`src/rtl/threshold_trigger.sv`:
```
// rtl/threshold_trigger.sv - leading-edge discriminator with peak/length capture, hold-off and miss counting
// An event is opened and closed against a threshold latched at trigger time; the record is held until accepted.
module threshold_trigger #(
  parameter int N_P     = 12,
  parameter int W_LEN   = 8,
  parameter int HOLDOFF = 16,
  parameter int W_MISS  = 16
) (
  input  logic             clk_i,
  input  logic             reset_i,
  input  logic             enable_i,
  input  logic [N_P-1:0]   sample_i,
  input  logic             sample_valid_i,
  input  logic [N_P-1:0]   threshold_i,
  output logic             trig_o,
  output logic             busy_o,
  output logic             event_valid_o,
  input  logic             event_ready_i,
  output logic [N_P-1:0]   event_peak_o,
  output logic [W_LEN-1:0] event_len_o,
  output logic [W_MISS-1:0] miss_count_o
);

  localparam int W_HO = (HOLDOFF > 1) ? $clog2(HOLDOFF) : 1;
  localparam logic [W_HO-1:0] HO_LOAD = W_HO'((HOLDOFF > 0) ? HOLDOFF - 1 : 0);

  typedef enum logic [1:0] {
    ARMED   = 2'd0,
    ABOVE   = 2'd1,
    REPORT  = 2'd2,
    HOLDOFF_ST = 2'd3
  } state_t;

  state_t            state_q, state_d;
  logic [N_P-1:0]    thr_lat_q, thr_lat_d;
  logic [N_P-1:0]    acc_peak_q, acc_peak_d;
  logic [W_LEN-1:0]  acc_len_q, acc_len_d;
  logic [N_P-1:0]    peak_q, peak_d;
  logic [W_LEN-1:0]  len_q, len_d;
  logic              trig_q, trig_d;
  logic              valid_q, valid_d;
  logic              busy_q, busy_d;
  logic [W_MISS-1:0] miss_q, miss_d;
  logic [W_HO-1:0]   ho_cnt_q, ho_cnt_d;
  logic              prev_hi_q, prev_hi_d;

  logic above_live;
  logic above_lat;

  assign above_live = sample_valid_i && ($signed(sample_i) > $signed(threshold_i));
  assign above_lat  = sample_valid_i && ($signed(sample_i) > $signed(thr_lat_q));

  always_ff @(posedge clk_i) begin
    if (reset_i) begin
      state_q    <= ARMED;
      thr_lat_q  <= '0;
      acc_peak_q <= '0;
      acc_len_q  <= '0;
      peak_q     <= '0;
      len_q      <= '0;
      trig_q     <= 1'b0;
      valid_q    <= 1'b0;
      busy_q     <= 1'b0;
      miss_q     <= '0;
      ho_cnt_q   <= '0;
      prev_hi_q  <= 1'b0;
    end else begin
      state_q    <= state_d;
      thr_lat_q  <= thr_lat_d;
      acc_peak_q <= acc_peak_d;
      acc_len_q  <= acc_len_d;
      peak_q     <= peak_d;
      len_q      <= len_d;
      trig_q     <= trig_d;
      valid_q    <= valid_d;
      busy_q     <= busy_d;
      miss_q     <= miss_d;
      ho_cnt_q   <= ho_cnt_d;
      prev_hi_q  <= prev_hi_d;
    end
  end

  always_comb begin
    state_d    = state_q;
    thr_lat_d  = thr_lat_q;
    acc_peak_d = acc_peak_q;
    acc_len_d  = acc_len_q;
    peak_d     = peak_q;
    len_d      = len_q;
    trig_d     = 1'b0;
    valid_d    = valid_q;
    miss_d     = miss_q;
    ho_cnt_d   = ho_cnt_q;
    prev_hi_d  = prev_hi_q;

    // Dead-time miss detection: only rising crossings against the live threshold count.
    if ((state_q == REPORT || state_q == HOLDOFF_ST) && sample_valid_i) begin
      prev_hi_d = above_live;
      if (enable_i && above_live && !prev_hi_q && (miss_q != '1)) begin
        miss_d = miss_q + 1'b1;
      end
    end

    case (state_q)
      ARMED: begin
        if (enable_i && above_live) begin
          thr_lat_d  = threshold_i;
          acc_peak_d = sample_i;
          acc_len_d  = {{(W_LEN-1){1'b0}}, 1'b1};
          trig_d     = 1'b1;
          state_d    = ABOVE;
        end
      end
      ABOVE: begin
        if (sample_valid_i) begin
          if (above_lat) begin
            if (acc_len_q != '1) acc_len_d = acc_len_q + 1'b1;
            if ($signed(sample_i) > $signed(acc_peak_q)) acc_peak_d = sample_i;
          end else begin
            peak_d    = acc_peak_q;
            len_d     = acc_len_q;
            valid_d   = 1'b1;
            prev_hi_d = 1'b0;
            state_d   = REPORT;
          end
        end
      end
      REPORT: begin
        if (valid_q && event_ready_i) begin
          valid_d   = 1'b0;
          prev_hi_d = 1'b0;
          if (HOLDOFF == 0) begin
            state_d = ARMED;
          end else begin
            ho_cnt_d = HO_LOAD;
            state_d  = HOLDOFF_ST;
          end
        end
      end
      default: begin
        if (ho_cnt_q == '0) begin
          state_d = ARMED;
        end else begin
          ho_cnt_d = ho_cnt_q - 1'b1;
        end
      end
    endcase

    busy_d = (state_d != ARMED);
  end

  assign trig_o        = trig_q;
  assign busy_o        = busy_q;
  assign event_valid_o = valid_q;
  assign event_peak_o  = peak_q;
  assign event_len_o   = len_q;
  assign miss_count_o  = miss_q;

endmodule
```
`config.mk`:
```
export PLATFORM = sky130hd
export DESIGN_NAME = threshold_trigger
export DESIGN_NICKNAME = d
export VERILOG_FILES = /design/src/rtl/threshold_trigger.sv
export SDC_FILE = /design/constraint.sdc
export NUM_CORES = 1
export LEC_CHECK = 0
export BUFFER_PORTS_ARGS = -buffer_cell sky130_fd_sc_hd__buf_2
export CAP_MARGIN = 25
export CORE_MARGIN = 5
export CORE_UTILIZATION = 36
export DETAILED_ROUTE_END_ITERATION = 10
export SLEW_MARGIN = 20
export SYNTH_ARGS = -nofsm -noshare
export SYNTH_HDL_FRONTEND = slang
export SYNTH_SLANG_ARGS = --single-unit
```
`constraint.sdc`:
```
create_clock -name clk_i -period 4.9 [get_ports clk_i]
set_input_delay 0.98 -clock clk_i [delete_from_list [all_inputs] [get_ports clk_i]]
set_output_delay 0.98 -clock clk_i [all_outputs]
set_load 0.02 [all_outputs]
```
==> results of run 1 <==
-- report_power, final --
group,internal (mW),switching (mW),leakage [nW]
clock,0.427,0.243,0.147
combinational,0.0933,0.152,1.56
sequential,0.655,0.0145,0.631
total,1.18,0.410,2.34
-- state kept, by name, summed over array words and instances, names as in the netlist --
register and flops:
prev_hi_q 1, event_peak_o 12, state_q 2, busy_o 1, ho_cnt_q 4, miss_count_o 16
acc_len_q 8, acc_peak_q 12, event_valid_o 1, trig_o 1, event_len_o 8, thr_lat_q 12
-- synth_stat cells (4+ instances only) --
master	n	area, sq um
a211oi_1	4	30.0
a21oi_1	19	95.1
a311oi_1	5	43.8
and3_1	7	43.8
buf_2	4	20.0
clkbuf_1	19	71.3
dfxtp_1	78	1560
ha_1	44	551
inv_1	43	161
mux2i_1	35	350
nand2_1	21	78.8
nand2b_1	16	100
nand3_1	15	75.1
nand4_1	15	93.8
nor2_1	60	225
nor2b_1	6	37.5
nor3_1	12	60.1
nor4_1	13	81.3
o21ai_0	10	50.1
o21bai_1	5	37.5
o31ai_1	17	128
or4_1	16	120
xnor2_1	13	114
-- how the worst min path moves through the flow --
stage / startpoint / end
2_1_floorplan: ho_cnt_q[3] / ho_cnt_q[3]
3_3_place_gp: event_peak_o[8] / event_peak_o[8]
3_5_place_dp: acc_peak_q[2] / event_peak_o[2]
4_1_cts: acc_peak_q[2] / event_peak_o[2]
5_1_grt: acc_peak_q[6] / event_peak_o[6]
6_report: event_peak_o[8] / event_peak_o[8]
-- tightest hold or removal path, stage by stage, from the launching register on --
cell,delay (ns)
dfxtp_1,0.32
mux2i_1,0.06
nor2_1,0.07
-- logic make-up (layout without fill, tap and decap cells) --
family | count (synthesis) | count (layout)
adders and majority gates | 44 | 44
DFF | 78 | 78
and+or+nand+nor | 193 | 193
muxes | 37 | 37
xor gates and xnor gates | 13 | 13
buffers and inverters | 69 | 127
AOI/OAI and AO/OA | 81 | 81
-- metal layers --
layer	global-route usage, %	vias to the layer above
met1	20.4	1782
met4	6.23	2
met5	0	-
met2	24.1	97
met3	3.96	24
li1	-	1952
-- layout by cell type (no fill, tap or decap), types with 9 or more instances in the layout --
cell	n
a21oi_1	19
buf_2	67
clkbuf_16	9
dfxtp_1	78
ha_1	44
inv_1	43
mux2i_1	35
nand2_1	21
nand2b_1	16
nand3_1	15
nand4_1	15
nor2_1	60
nor3_1	12
nor4_1	13
o21ai_0	10
o31ai_1	17
or4_1	16
xnor2_1	13
-- stage by stage --
stage | setup WS, ns | hold slack (ns) | cells | util, %
final | 1.51 | 0.490 | 741 | 43.2
after global routing | 1.32 | 0.511 | 741 | 43.2
after CTS | 1.50 | 0.492 | 741 | 43.2
after detailed placement | 1.09 | 0.477 | 728 | 40.7
after global placement | 1.28 | 0.472 | 728 | 40.7
after floorplan | 1.84 | 0.450 | 515 | -
-- layout make-up --
type / count / area [sq um] / share of cell area, %
Multi-Input combinational cell: 368 / 2620 / 50.2
Sequential cell: 78 / 1560 / 30.0
Timing Repair Buffer: 71 / 365 / 7.01
Clock buffer: 12 / 267 / 5.11
Tap cell: 168 / 210 / 4.03
Inverter: 43 / 161 / 3.10
Clock inverter: 1 / 30.0 / 0.576
==> results.md, run 1 <==
* Worst setup SP type: primary input
* CP Class: primary input to flip-flop
* RD Place Congestion at between 0.8 and 0.9
* Final setup TNS at 0 ns
* Final total power at between 1.5 and 2 mW
* Cts bufs inserted at 9
* Fin. Hold Viols at 0
* Pin count of the biggest net entering global routing at 44
* Wire length per cell at approximately 15 microns
* Setup Buffers After CTS at 0
* XOR/XNOR Fraction of Synth Area at 2.56%
* Layout cells sized above 1 at about 16%
* First-pass GRT wire length at between 15000 and 20000 microns
* Post-Route WL at between 10000 and 15000 microns
* Largest family of logic cells by synthesized area: simple AND/OR/NAND/NOR gates
* CP delay by family, top: simple AND/OR/NAND/NOR gates
* DR pass1 iterations at 4
* TritonCTS clock tree: built
* GRT Total Usage at around 15%
* Ys flop type: dfxtp_1
* Worst-path clk slew at about 0.050 ns
* Cell Area, Synth at approximately 4500 sq um
* Unique cell type count in the Yosys netlist at 46
* Clk buf depth at 2
* First DRT Iteration DRCs at 175
* Hold path cells at 2
* Final antenna-violating net count at 0
* Clock sink total at 78
* Core area at around 12000 sq um
* Pins over their slew limit at 0
* PortBufs at 67
* Final Skew at around 0.0066 ns
* Worst Path Buf+Inv at 1
* WL met1 at approximately 5200 microns
* PwrDens at between 300 and 400 nW/um^2
* Actual slew at the worst max-slew pin at roughly 0.96 ns
* Mapped Nets at between 500 and 600
* Area grow syn2layout at 17.0%
* Register area share after synthesis at about a third
* Lkg Pwr at about 2.3 nW
* Die ar. at roughly 15000 sq um
* Synth warn at 0
* Via count of the routed design at 3857
* Post-CTS Resized at 0
* Later-pin clock latency in the skew report at roughly 0.33 ns
* Die height at ~120 microns
* HPWL Detailed at 8280 microns
* FF-to-FF End: acc_peak_q[8]
* Fin nets at between 600 and 700
* Status: complete, no violations
* Critical Path Sink: busy_o
* Slowest CP cell: nand4_1
* Max-cap violations at 0
* Yosys reg bits at between 70 and 80
* Post-Synth Simple-Gate Area at a little under a quarter
* Peak VDD IR at about 0.00017 V
* DR top layer: met5
* DP Area at ~4900 sq um
* Vias in the first global route at around 3800
* # rows at 40
* Worst-path cell chain: buf_2 > ha_1 > and4_1 > a221o_1 > a31oi_1 > a211oi_1 > nand4_1 > and3_1 > o21bai_1
* Slew HR at a little over a third
* Routed wl met3 at around 610 microns
* Initial antenna violation count at 1
* Routed length on met2 at just under 5000 microns
* Worst path arrival time at ~3.7 ns
* Worst Reg-to-Reg Cells at 8
* Hold WC Path Type: flip-flop to flip-flop
* Post-route cell area at between 5000 and 6000 sq um
* Critical path depth in cells at 9
* Post-synthesis average cell area at roughly 8.6 sq um
* Launch point of the worst path: sample_i[11]
* RSZ-0062 raised after global routing: no
* Post-synth EDFFs at 0
* Boundary pin count at 68
* Maximum clock rate at slightly below 300 MHz
* Die W at roughly 120 microns
* Vias/cell at 5.21
* Setup violators final at 0
* Required time of the critical path at about 5.2 ns
* CP Capture Type: flip-flop
* Grt total ovfl at 0
* Max stage delay on crit path at about 0.80 ns
* Fraction of registers with async set/reset at 0%
* Worst-path fanout max at 14
* Final worst path period need at ~3.4 ns
* Compound-gate portion of the synthesized area at between 10% and 20%
* Antenna Cells at 0
* Area share of fa/ha/maj cells after synthesis at 12.4%
* Mux share of post-synthesis cell area at under 10%
* R2R Path Start: thr_lat_q[11]
* R2r setup slk at between 2 and 2.5 ns
* Drt drc at 0
* Tcrit/Tclk final at roughly 70%
* # fillers at about 1200
* # H-tree levels at 3
* Root Driver: clkbuf_16
* Starting Density at between 30% and 40%
* # hold bufs at CTS at 0
* Synth Instances at just over 500
Power figures use the tool's default switching activity.
==> run 2, diff against run 1 <==
==> constraint.sdc (replaced) <==
create_clock -name clk_i -period 3 [get_ports clk_i]
set_input_delay 0.6 -clock clk_i [delete_from_list [all_inputs] [get_ports clk_i]]
set_output_delay 0.6 -clock clk_i [all_outputs]
set_load 0.02 [all_outputs]
==> run 2 against run 1 <==
  * Setup slack lost 1.2 ns
  * Non-clock buffer count grew 27
  * First-iteration DRC count grew 27%
  * Utilization grew 2.2 points
  * Sequential cell count is the same
  * Routed wire length shrank 1.5%
  * Cell area grew 5.0%
  * Critical endpoint unchanged
  * Largest cell class unchanged
  * Largest power group unchanged
==> results.md, run 2 (synthesis results as in run 1) <==
* Status: complete, no violations
* Sw power at roughly 700 uW
* Seq pwr share at roughly 40%
* RSZ-0062 raised after global routing: no
* HPWL Detailed at 8250 microns
* Setup Buffers After CTS at 0
* Worst-path clk slew at around 0.060 ns
* DR pass1 iterations at 4
* Required time of the critical path at 3.25 ns
* # hold bufs at CTS at 0
* Post-Route WL at approximately 11000 microns
* Final antenna-violating net count at 0
* Antenna Cells at 0
* Most frequent cells in the layout: dfxtp_1 (78), buf_2 (67), nor2_1 (60), ha_1 (44), inv_1 (43)
* DP Area at about 5200 sq um
* Final std cells w/o fill at 770
* Clock network power share at between 40% and 50%
* Area grow syn2layout at 22.9%
* Post-CTS Resized at 0
* Clk buf depth at 2
* PortBufs at 67
* Hold WC Path Type: flip-flop to flip-flop
* RD Place Congestion at 0.843
* Peak VDD IR at 0.000442 V
* Tcrit/Tclk final at 90.4%
* Slew HR at between 40 and 50%
* Max-cap violations at 0
* Clock sink total at between 70 and 80
* First-pass GRT wire length at ~18000 microns
* Pin count of the biggest net entering global routing at 48
* Max stage delay on crit path at approximately 0.40 ns
* CP delay by family, top: compound AO/OA/AOI/OAI gates
* Worst-path fanout max at 15
* Lkg Pwr at between 2 and 2.5 nW
* PwrDens at between 400 and 500 nW/um^2
* Commonest non-fill, non-tap cell in the layout: dfxtp_1
* Maximum clock rate at between 300 and 400 MHz
* Die W at about 120 microns
* Cts bufs inserted at 9
* Slowest CP cell: a221oi_1
* # H-tree levels at 3
* Worst setup SP type: primary input
* Worst-path cell chain: buf_2 > inv_1 > ha_1 > and4_1 > a221o_1 > a31oi_1 > a211o_4 > buf_4 > o21ai_0 > a221oi_1 > o21bai_1
* Fin. Hold Viols at 0
* Die ar. at 14700 sq um
* Layout cells sized above 1 at between 20% and 30%
* Hold slack at about 0.5 ns
* Drt drc at 0
* Post-Place Cells at approximately 760
* Comb power frac at between 10% and 20%
* Grt total ovfl at 0
* First DRT Iteration DRCs at 223
* CP Class: primary input to flip-flop
* GRT Total Usage at ~15%
* Vias in the first global route at roughly 3800
* Pins over their slew limit at 0
* Final Skew at 0.00676 ns
* Via count of the routed design at about 4000
* Sw Ratio at a little over a quarter
* # fillers at between 1000 and 1500
* Wire length per cell at around 14 microns
* Number of flip-flops in the largest register at 16
* Worst path arrival time at 2.96 ns
* Final worst path period need at approximately 2.7 ns
* Die height at between 100 and 150 microns
* Vias/cell at 5.13
* Starting Density at 36.9%
* Core area at about 12000 sq um
* Worst Path Buf+Inv at 3
* Fin nets at approximately 670
* Boundary pin count at between 60 and 70
* Root Driver: clkbuf_16
* Setup violators final at 0
* Initial antenna violation count at 1
* P_int at a little under 2 mW
* CP Capture Type: flip-flop
* Later-pin clock latency in the skew report at between 0.3 and 0.4 ns
* Post-route cell area at between 5000 and 6000 sq um
* TritonCTS clock tree: built
* Actual slew at the worst max-slew pin at about 0.83 ns
* # rows at 40
-- run 2: metal layers --
metal / vias to the layer above / GRT usage (%) / routed length, microns
li1: 2011 / - / -
met4: 2 / 5.11 / 201
met1: 1832 / 19.7 / 5140
met3: 18 / 4.10 / 551
met2: 89 / 24.7 / 4870
met5: - / 0 / 7
-- run 2: final timing paths --
check / from / to / slack (ns) / cells after the start
max: threshold_i[10] / busy_o / 0.29 / 11
min reg2reg: event_peak_o[5] / event_peak_o[5] / 0.49 / 2
min: event_peak_o[5] / event_peak_o[5] / 0.49 / 2
max reg2reg: state_q[0] / miss_count_o[15] / 0.43 / 7
-- run 2: power by group through the flow --
stage          combinational (mW)  clock, mW  sequential (mW)
2_1_floorplan               0.285          0             1.11
4_1_cts                     0.444       1.18             1.09
3_3_place_gp                0.430          0             1.11
6_report                    0.443       1.14             1.09
5_1_grt                     0.500       1.21             1.10
3_5_place_dp                0.442          0             1.12
-- run 2: worst min-delay path, delay by kind of cell (launching register included) --
| family | cells | cell delay [ns] |
|---|---|---|
| flip-flops | 1 | 0.32 |
| multiplexers | 1 | 0.06 |
| AND/OR/NAND/NOR | 1 | 0.07 |
-- run 2: layout make-up --
class,instances,area [sq um],area share (%)
multi-input combinational,368,2620,47.9
sequential,78,1560,28.5
timing repair buffer,98,606,11.1
clock buffer,9,225,4.12
tap,168,210,3.84
inverter,43,161,2.95
clock inverter,6,87.6,1.60
-- run 2: stage by stage --
step | TNS, ns | setup slack [ns] | util, % | power (mW)
after floorplan | 0 | 0.317 | - | 1.40
after global placement | -3.00 | -0.275 | 42.7 | 1.54
after detailed placement | -0.0186 | -0.0186 | 42.8 | 1.56
after CTS | 0 | 0.340 | 45.4 | 2.71
after global routing | 0 | 0.175 | 45.4 | 2.81
final | 0 | 0.289 | 45.4 | 2.68
